**src/rtl/quadrature_generator.sv**
```systemverilog
// Quadrature A/B step generator: queues signed step requests as a saturating backlog
// and emits one Gray-code transition every STEP_DIV clocks, with optional illegal-edge injection.
module quadrature_generator #(
    parameter int unsigned STEP_DIV  = 1000,
    parameter int unsigned DIV_BITS  = 16,
    parameter int unsigned PEND_BITS = 8,
    parameter logic [1:0]  RESET_AB  = 2'b11
) (
    input  logic       clk,
    input  logic       rst,
    input  logic       step_up,
    input  logic       step_down,
    input  logic       inject_err,
    input  logic       clr_ovf,
    output logic       a,
    output logic       b,
    output logic       busy,
    output logic [7:0] position,
    output logic       ovf
);

    localparam int unsigned EXT_BITS = PEND_BITS + 2;
    localparam logic [DIV_BITS-1:0]        DIV_LAST  = DIV_BITS'(STEP_DIV - 1);
    localparam logic [DIV_BITS-1:0]        DIV_ONE   = DIV_BITS'(1);
    localparam logic [DIV_BITS-1:0]        DIV_ZERO  = {DIV_BITS{1'b0}};
    localparam logic signed [EXT_BITS-1:0] PEND_MAX  = EXT_BITS'((2 ** (PEND_BITS - 1)) - 1);
    localparam logic signed [EXT_BITS-1:0] PEND_MIN  = ~PEND_MAX;
    localparam logic signed [EXT_BITS-1:0] PEND_ONE  = EXT_BITS'(1);
    localparam logic signed [EXT_BITS-1:0] PEND_ZERO = {EXT_BITS{1'b0}};
    localparam logic [PEND_BITS-1:0]       BL_ZERO   = {PEND_BITS{1'b0}};

    // Forward order 00 -> 10 -> 11 -> 01 -> 00, as {a,b}
    function automatic logic [1:0] fwd_state(input logic [1:0] ab);
        logic [1:0] nxt;
        case (ab)
            2'b00:   nxt = 2'b10;
            2'b10:   nxt = 2'b11;
            2'b11:   nxt = 2'b01;
            2'b01:   nxt = 2'b00;
            default: nxt = ab;
        endcase
        return nxt;
    endfunction

    function automatic logic [1:0] rev_state(input logic [1:0] ab);
        logic [1:0] nxt;
        case (ab)
            2'b00:   nxt = 2'b01;
            2'b01:   nxt = 2'b11;
            2'b11:   nxt = 2'b10;
            2'b10:   nxt = 2'b00;
            default: nxt = ab;
        endcase
        return nxt;
    endfunction

    logic [1:0]                  ab_r;
    logic [7:0]                  position_r;
    logic                        busy_r;
    logic                        ovf_r;
    logic                        inj_r;
    logic signed [PEND_BITS-1:0] backlog_r;
    logic [DIV_BITS-1:0]         div_r;

    logic                        tick_s;
    logic                        inj_tick_s;
    logic                        fwd_tick_s;
    logic                        rev_tick_s;
    logic signed [EXT_BITS-1:0]  pend_ext_s;
    logic signed [EXT_BITS-1:0]  step_term_s;
    logic signed [EXT_BITS-1:0]  consume_term_s;
    logic signed [EXT_BITS-1:0]  pend_sum_s;
    logic signed [PEND_BITS-1:0] backlog_nxt_s;
    logic                        sat_s;
    logic [1:0]                  ab_nxt_s;
    logic [7:0]                  position_nxt_s;
    logic                        inj_nxt_s;
    logic [DIV_BITS-1:0]         div_nxt_s;
    logic                        busy_nxt_s;
    logic                        ovf_nxt_s;

    // An injection outranks queued steps; the backlog sign picks the direction.
    assign tick_s     = busy_r && (div_r == DIV_LAST);
    assign inj_tick_s = tick_s && inj_r;
    assign fwd_tick_s = tick_s && !inj_r && !backlog_r[PEND_BITS-1] && (backlog_r != BL_ZERO);
    assign rev_tick_s = tick_s && !inj_r && backlog_r[PEND_BITS-1];

    assign pend_ext_s     = {{2{backlog_r[PEND_BITS-1]}}, backlog_r};
    assign step_term_s    = (step_up ? PEND_ONE : PEND_ZERO) - (step_down ? PEND_ONE : PEND_ZERO);
    assign consume_term_s = fwd_tick_s ? PEND_ONE : (rev_tick_s ? -PEND_ONE : PEND_ZERO);
    assign pend_sum_s     = pend_ext_s + step_term_s - consume_term_s;

    // Clamp the widened backlog sum to the signed range and flag any dropped request
    always_comb begin
        backlog_nxt_s = pend_sum_s[PEND_BITS-1:0];
        sat_s         = 1'b0;
        if (pend_sum_s > PEND_MAX) begin
            backlog_nxt_s = PEND_MAX[PEND_BITS-1:0];
            sat_s         = 1'b1;
        end else if (pend_sum_s < PEND_MIN) begin
            backlog_nxt_s = PEND_MIN[PEND_BITS-1:0];
            sat_s         = 1'b1;
        end else begin
            backlog_nxt_s = pend_sum_s[PEND_BITS-1:0];
            sat_s         = 1'b0;
        end
    end

    // Phase and position update on a tick
    always_comb begin
        ab_nxt_s       = ab_r;
        position_nxt_s = position_r;
        if (inj_tick_s) begin
            ab_nxt_s       = ~ab_r;
            position_nxt_s = position_r;
        end else if (fwd_tick_s) begin
            ab_nxt_s       = fwd_state(ab_r);
            position_nxt_s = position_r + 8'd1;
        end else if (rev_tick_s) begin
            ab_nxt_s       = rev_state(ab_r);
            position_nxt_s = position_r - 8'd1;
        end else begin
            ab_nxt_s       = ab_r;
            position_nxt_s = position_r;
        end
    end

    // Injection flag, divider, sticky overflow and busy next-state
    always_comb begin
        inj_nxt_s = inj_r;
        if (inj_tick_s) begin
            inj_nxt_s = 1'b0;
        end else if (inject_err) begin
            inj_nxt_s = 1'b1;
        end else begin
            inj_nxt_s = inj_r;
        end

        // Registered busy gates the divider, so it stays at 0 on the cycle a request arrives.
        div_nxt_s = div_r;
        if (!busy_r || tick_s) begin
            div_nxt_s = DIV_ZERO;
        end else begin
            div_nxt_s = div_r + DIV_ONE;
        end

        ovf_nxt_s = ovf_r;
        if (sat_s) begin
            ovf_nxt_s = 1'b1;
        end else if (clr_ovf) begin
            ovf_nxt_s = 1'b0;
        end else begin
            ovf_nxt_s = ovf_r;
        end

        busy_nxt_s = (backlog_nxt_s != BL_ZERO) || inj_nxt_s;
    end

    // State registers with synchronous reset
    always_ff @(posedge clk) begin
        if (rst) begin
            ab_r       <= RESET_AB;
            position_r <= 8'd0;
            busy_r     <= 1'b0;
            ovf_r      <= 1'b0;
            inj_r      <= 1'b0;
            backlog_r  <= BL_ZERO;
            div_r      <= DIV_ZERO;
        end else begin
            ab_r       <= ab_nxt_s;
            position_r <= position_nxt_s;
            busy_r     <= busy_nxt_s;
            ovf_r      <= ovf_nxt_s;
            inj_r      <= inj_nxt_s;
            backlog_r  <= backlog_nxt_s;
            div_r      <= div_nxt_s;
        end
    end

    assign a        = ab_r[1];
    assign b        = ab_r[0];
    assign busy     = busy_r;
    assign position = position_r;
    assign ovf      = ovf_r;

endmodule
```
**config.mk**
```make
export PLATFORM = sky130hd
export DESIGN_NAME = quadrature_generator
export DESIGN_NICKNAME = d
export VERILOG_FILES = /design/src/rtl/quadrature_generator.sv
export SDC_FILE = /design/constraint.sdc
export NUM_CORES = 1
export LEC_CHECK = 0
export CORE_MARGIN = 2
export CORE_UTILIZATION = 64
export CTS_CLUSTER_SIZE = 40
export DETAILED_ROUTE_END_ITERATION = 6
export PLACE_DENSITY_LB_ADDON = 0.05
export SETUP_SLACK_MARGIN = 0.1
export SLEW_MARGIN = 40
export SYNTH_ARGS = -nofsm -noshare
export SYNTH_HDL_FRONTEND = slang
export SYNTH_SLANG_ARGS = --single-unit
```
**constraint.sdc**
```tcl
create_clock -name clk -period 6.3 [get_ports clk]
set_clock_uncertainty 0.1 [all_clocks]
set_input_delay 1.89 -clock clk [delete_from_list [all_inputs] [get_ports clk]]
set_output_delay 1.89 -clock clk [all_outputs]
set_load 0.02 [all_outputs]
```
==> results.cfg, run 1 <==
[outcome]
run_status = finished clean

[synth]
post-synth-top-count-cell = sky130_fd_sc_hd__nor2_1
synth_top_area_frac = 0.286
synth_largest_area_cell = sky130_fd_sc_hd__dfxtp_1
post_synth.cell_area_avg_um2 = 8.50
synth-async-reset-ratio = 0
yosysSeqAreaShare = 0.286
postSynthNetCount = 338
synth_cell_types = 57
synth_enable_flop_cells = 0
netlist_area_before_placement_um2 = 2590
synth_ff_type = sky130_fd_sc_hd__dfxtp_1
synthTopCellsByCount = sky130_fd_sc_hd__nor2_1 (38), sky130_fd_sc_hd__dfxtp_1 (37), sky130_fd_sc_hd__a21oi_1 (26)
post_synth_inst_count = 305
yosys_warnings = 0
netlist_top_cells_area = sky130_fd_sc_hd__dfxtp_1 (29%), sky130_fd_sc_hd__ha_1 (12%), sky130_fd_sc_hd__xor2_1 (6.1%), sky130_fd_sc_hd__nor2_1 (5.5%), sky130_fd_sc_hd__a21oi_1 (5.0%)
yosys_register_bits = 37

[clock_network]
cts_num_sinks = 37
insertion_delay_ps = 290
cts.htree.levels = 2
cts_buffer_depth = 2
clkSlewWorstSetupHoldPaths_ps = 80
cts_root_buf = sky130_fd_sc_hd__clkbuf_8
cts_buf_count = 5
tritoncts = done
cts_resized = 0
post_cts_buffers = 0
hold_buffers = 0

[sta]
slew_headroom = 0.549
final_worst_path_setup_slack_ps = 1080
grt_setup_unrepaired = no
setup-violations-final = 0
max_freq_mhz = 192
hold_violations = 0
tightest_slew_ps = 672
timing.setup.tns_ps = 0
layout_worst_path_cycle_share = 0.829
finalMaxSlewViolations = 0
fin_worst_hold_slack_ps = 368
min_period_ps = 5220

[setup_path]
critical_path.max_stage_delay_ps = 570
critical-path-top-delay-family = compound AO/OA/AOI/OAI gates
critPathCaptureType = flop
crit_top_cell = sky130_fd_sc_hd__ha_1
critical_path_class = in2reg
startpoint_type = input port
worst-endpoint-arrival_ps = 5340
required_ps = 6420
crit_path_max_fanout = 7
timing.reg2reg.setup_slack_ps = 1580
crit_buf_inv = 2
critical_path_cell_by_cell = clkdlybuf4s50_1, inv_1, ha_1, ha_1, a21o_1, ha_1, a21o_1, a22o_1, o311ai_0, nor2_1, o21ai_1, nand2_1, a211oi_2
timing.critical_path.slowest_stage_cell = sky130_fd_sc_hd__o311ai_0

[die]
row_count = 23
floorplan.io_pins = 18
floorplan.initialDensity = 0.658
core_area_um2 = 3940
die_outline_width_um = 67.6
die-area_um2 = 4580
die_height_um = 67.6

[power]
p_per_area_nw_per_um2 = 486
leakage_power_total_nw = 1.16
vdd_drop_max_mv = 0.361
power_total_w = 0.00142

[cells_and_area]
fillerInstances = 304
final_core_util = 0.742
layout_cells_sized_above_1 = 0.0652
num_antenna_cells = 0
relative_area_change_from_synthesis_to_final_layout_pct = 12.8
final_net_count = 354

[job]
max_cap_viols = 0

[place]
gp_routability_congestion = 0.864
dp_hpwl_um = 3970
numPortBuffers = 17
placement.setup.worst_slack_ps = 795

[detailed_routing]
drt_drc_violations_left = 0
drt_first_iter_violations = 129
drt-vias-per-instance = 6.06
dr.pass1.iters = 5
route.final.wire_length_um = 5330
detailroute.via_count = 2255
wire_per_inst_um = 14.3
postRouteAntennaNets = 0

[global_route]
maximum_number_of_pins_on_one_net_before_global_route_repair = 23
grt_overflow_total = 0
first_global_vias = 2065
grtUsageTotal = 0.251
grt_pass1_wl_um = 8730
antenna_found_initial = 0

[worst_hold_path]
classification_of_the_worst_slack_hold_path = reg2reg
==> placed cells by master, fill, tap and decap left out, types with 3 or more instances in the layout <==
cell type and count:
sky130_fd_sc_hd__clkdlybuf4s50_1 16, sky130_fd_sc_hd__nand2b_1 5, sky130_fd_sc_hd__a211oi_1 4, sky130_fd_sc_hd__nand4_1 6, sky130_fd_sc_hd__ha_1 25, sky130_fd_sc_hd__and3_1 4
sky130_fd_sc_hd__a21oi_1 26, sky130_fd_sc_hd__o21a_1 4, sky130_fd_sc_hd__dfxtp_1 37, sky130_fd_sc_hd__xor2_1 18, sky130_fd_sc_hd__inv_1 9, sky130_fd_sc_hd__nor2_1 38
sky130_fd_sc_hd__nand3_1 6, sky130_fd_sc_hd__xnor2_1 10, sky130_fd_sc_hd__o21ai_1 8, sky130_fd_sc_hd__nor2b_1 5, sky130_fd_sc_hd__or3_1 6, sky130_fd_sc_hd__nor3_1 7
sky130_fd_sc_hd__a21o_1 10, sky130_fd_sc_hd__nand2_1 16, sky130_fd_sc_hd__and2_1 3, sky130_fd_sc_hd__a211o_1 3, sky130_fd_sc_hd__clkbuf_8 5, sky130_fd_sc_hd__o21ai_0 9
==> area by class of cell <==
| class | count | area (um2) | share of cell area |
|---|---|---|---|
| repair buffers | 17 | 165 | 0.0565 |
| well taps | 50 | 62.6 | 0.0214 |
| multi-input cells | 251 | 1790 | 0.610 |
| inverters | 9 | 33.8 | 0.0115 |
| clock inverters | 3 | 68.8 | 0.0235 |
| flip-flops and latches | 37 | 741 | 0.253 |
| clock buffers | 5 | 68.8 | 0.0235 |
==> worst register-to-register path, cell delays in order, from the launching register on <==
cell and delay (ps):
sky130_fd_sc_hd__dfxtp_1 370, sky130_fd_sc_hd__ha_1 240, sky130_fd_sc_hd__and2_1 180, sky130_fd_sc_hd__nand4_1 160, sky130_fd_sc_hd__or3_1 390, sky130_fd_sc_hd__nor2b_1 510, sky130_fd_sc_hd__ha_1 350, sky130_fd_sc_hd__inv_1 60
sky130_fd_sc_hd__ha_1 190, sky130_fd_sc_hd__inv_1 60, sky130_fd_sc_hd__fa_1 400, sky130_fd_sc_hd__nor2b_1 190, sky130_fd_sc_hd__o31a_1 220, sky130_fd_sc_hd__a21oi_1 80, sky130_fd_sc_hd__or4b_1 470, sky130_fd_sc_hd__or4_1 480
sky130_fd_sc_hd__o21ai_1 90, sky130_fd_sc_hd__a21oi_1 70
==> worst paths after layout <==
check,from,endpoint,cells after the start
setup / recovery,step_up,backlog_r[1],13
hold / removal,div_r[0],div_r[0],1
setup reg to reg,div_r[0],busy,17
hold reg to reg,div_r[0],div_r[0],1
==> power breakdown <==
group          switching, W  leakage (nW)  internal, W  total [W]
Clock             0.0000911        0.0687     0.000159   0.000251
Sequential        0.0000269         0.302     0.000267   0.000294
Combinational      0.000521         0.789     0.000356   0.000877
Total              0.000639          1.16     0.000782    0.00142
==> per-stage QoR <==
step | cells | area [um2]
2_1_floorplan | 305 | 2590
6_report | 372 | 2930
3_3_place_gp | 364 | 2790
4_1_cts | 372 | 2930
5_1_grt | 372 | 2930
3_5_place_dp | 364 | 2790
==> kinds of logic (layout without fill, tap and decap cells) <==
family                     Yosys count  count (layout)  share of synthesized area
AOI/OAI and AO/OA                   84              84                      0.230
adders and majority gates           27              27                      0.136
and+or+nand+nor                    111             111                      0.223
xor gates and xnor gates            28              28                     0.0946
DFF                                 37              37                      0.286
buffers and inverters               17              34                     0.0270
muxes                                1               1                    0.00386
==> routing by layer <==
metal / up-vias / global-route usage / share of wire
li1: 1144 / - / -
met5: - / 0 / 0
met1: 1066 / 0.313 / 0.49
met4: 0 / 0.0740 / 0.011
met2: 38 / 0.436 / 0.47
met3: 7 / 0.0450 / 0.032
==> state kept, by name, summed over array words and instances (netlist names) <==
register   flops
div_r         16
backlog_r      8
position       8
ab_r           2
busy           1
inj_r          1
ovf            1
No activity file was read; power rests on OpenSTA's default activity.
==> inputs of run 2 (changes only) <==
- CORE_UTILIZATION: 64 -> 59
- clock period: 6.3 -> 5.43 ns (I/O delays scaled with it)
==> run 2 against run 1 <==
Effect of this change: sequential share of layout area increased by 0.23 points; global-route usage down 2.0 points; via count is 2.0% lower; sequential cell count is the same; first-iteration DRC count is 3.1% higher; final cell count increased by 1.3%; critical path depth up 2; sequential power is 16% higher; largest cell class unchanged.
==> results.cfg, run 2 (synthesized netlist as in run 1, its figures left out) <==
[die]
floorplan.io_pins = 18
core_area_um2 = 4290
floorplan.initialDensity = 0.604
row_count = 24
die_height_um = 70.3
die_outline_width_um = 70.3
die-area_um2 = 4940

[place]
dp_hpwl_um = 4010
numPortBuffers = 17
placedInstanceArea_um2 = 2820
gp_routability_congestion = 0.842

[clock_network]
cts_buf_count = 5
hold_buffers = 0
cts_resized = 0
cts_num_sinks = 37
tritoncts = done
cts_root_buf = sky130_fd_sc_hd__clkbuf_8
clkSlewWorstSetupHoldPaths_ps = 70
post_cts_buffers = 0
cts.htree.levels = 2
cts_buffer_depth = 2
insertion_delay_ps = 290

[detailed_routing]
wirelength_met1_um = 2740
postRouteAntennaNets = 0
detailroute.via_count = 2211
wire_per_inst_um = 14.1
drt_first_iter_violations = 133
route.met2.wl_um = 2370
dr_wl_met3_um = 134
drt-vias-per-instance = 5.86
dr.pass1.iters = 4
top_layer = met4
drt_drc_violations_left = 0
route.final.wire_length_um = 5300

[sta]
min_period_ps = 4850
hold_violations = 0
layout_worst_path_cycle_share = 0.894
fin_worst_hold_slack_ps = 365
grt_setup_unrepaired = no
finalMaxSlewViolations = 0
setup-violations-final = 0
tightest_slew_ps = 636
max_freq_mhz = 206
slew_headroom = 0.576
timing.setup.tns_ps = 0

[cells_and_area]
mostFrequentLayoutCell = sky130_fd_sc_hd__nor2_1
relative_area_change_from_synthesis_to_final_layout_pct = 11.8
mostFrequentLayoutCells = sky130_fd_sc_hd__nor2_1 (38), sky130_fd_sc_hd__dfxtp_1 (37), sky130_fd_sc_hd__a21oi_1 (26)
largest_reg_flops = 16
layout_cells_sized_above_1 = 0.0738
final_net_count = 357
finalInstanceArea_um2 = 2900
fillerInstances = 388
num_antenna_cells = 0
top_register = div_r

[setup_path]
rr_startpoint = div_r[0]
startpoint_type = input port
regToRegEndpoint = backlog_r[1]
timing.critical_path.from = step_up
critPathCaptureType = flop
worst-endpoint-arrival_ps = 4910
timing.reg2reg.worst_path_depth = 16
crit_path_max_fanout = 3
timing.reg2reg.setup_slack_ps = 920
critical_path_class = in2reg
required_ps = 5490

[worst_hold_path]
hold_path.startpoint = div_r[0]
min_to = div_r[0]
timing.hold.worst_path_depth = 1
classification_of_the_worst_slack_hold_path = reg2reg

[job]
max_cap_viols = 0

[power]
power.share.clock = 0.120
leakage_power_total_nw = 1.15
vdd_drop_max_mv = 0.500
p_sw_w = 0.000742
power.share.sequential = 0.218
p_per_area_nw_per_um2 = 542
sw_frac = 0.472
share_comb_of_total_power = 0.662
power_total_w = 0.00157
internal_power_w = 0.000830

[outcome]
run_status = finished clean

[global_route]
first_global_vias = 2057
antenna_found_initial = 0
grt_overflow_total = 0
maximum_number_of_pins_on_one_net_before_global_route_repair = 23
grt_pass1_wl_um = 9400
grtUsageTotal = 0.231
## run 2: how the worst max path moves through the flow
stage                end  slack [ps]
detailed placement  busy         260
floorplan           busy         930
global route        busy         350
CTS                 busy         580
global placement    busy         330
finish              busy         580
## run 2: power by group through the flow
stage               Sequential [W]  Combinational [W]  Clock [W]
finish                    0.000342            0.00104   0.000188
global route              0.000346            0.00115   0.000203
CTS                       0.000342            0.00103   0.000193
detailed placement        0.000348            0.00102          0
global placement          0.000347            0.00101          0
floorplan                 0.000345           0.000804          0
## run 2: cell type report
cell class                 instances  area [um2]  share of cell area
tap                               52        65.1              0.0224
timing repair buffer              20         188              0.0647
sequential                        37         741               0.256
inverter                           9        33.8              0.0117
multi-input combinational        251        1790               0.616
clock inverter                     3        17.5             0.00604
clock buffer                       5        68.8              0.0237
## run 2: through the flow
stage	util	instances	setup WS, ps
after floorplan	-	305	928
after global placement	0.655	369	327
after detailed placement	0.656	369	260
after CTS	0.676	377	576
after global routing	0.675	377	354
final	0.675	377	578
## run 2: worst max-delay path, stage by stage
cell and delay, ps:
sky130_fd_sc_hd__clkdlybuf4s50_1 450, sky130_fd_sc_hd__inv_1 40, sky130_fd_sc_hd__ha_1 280, sky130_fd_sc_hd__ha_1 290
sky130_fd_sc_hd__inv_1 50, sky130_fd_sc_hd__ha_1 180, sky130_fd_sc_hd__inv_1 60, sky130_fd_sc_hd__fa_1 390
sky130_fd_sc_hd__nor2b_1 150, sky130_fd_sc_hd__o31a_1 200, sky130_fd_sc_hd__a21oi_1 80, sky130_fd_sc_hd__or4b_1 470
sky130_fd_sc_hd__or4_1 470, sky130_fd_sc_hd__o21ai_1 90, sky130_fd_sc_hd__a21oi_1 80
## run 2: routing by layer
metal / up-vias / track usage
li1: 1144 / -
met5: - / 0
met3: 7 / 0.0404
met2: 35 / 0.372
met4: 0 / 0.0705
met1: 1025 / 0.314
==> inputs of run 3 (changes only) <==
- CTS_CLUSTER_SIZE: 40 -> 24
==> results of run 3 <==
The final DEF is identical to that of run 2; final timing and power are the same.
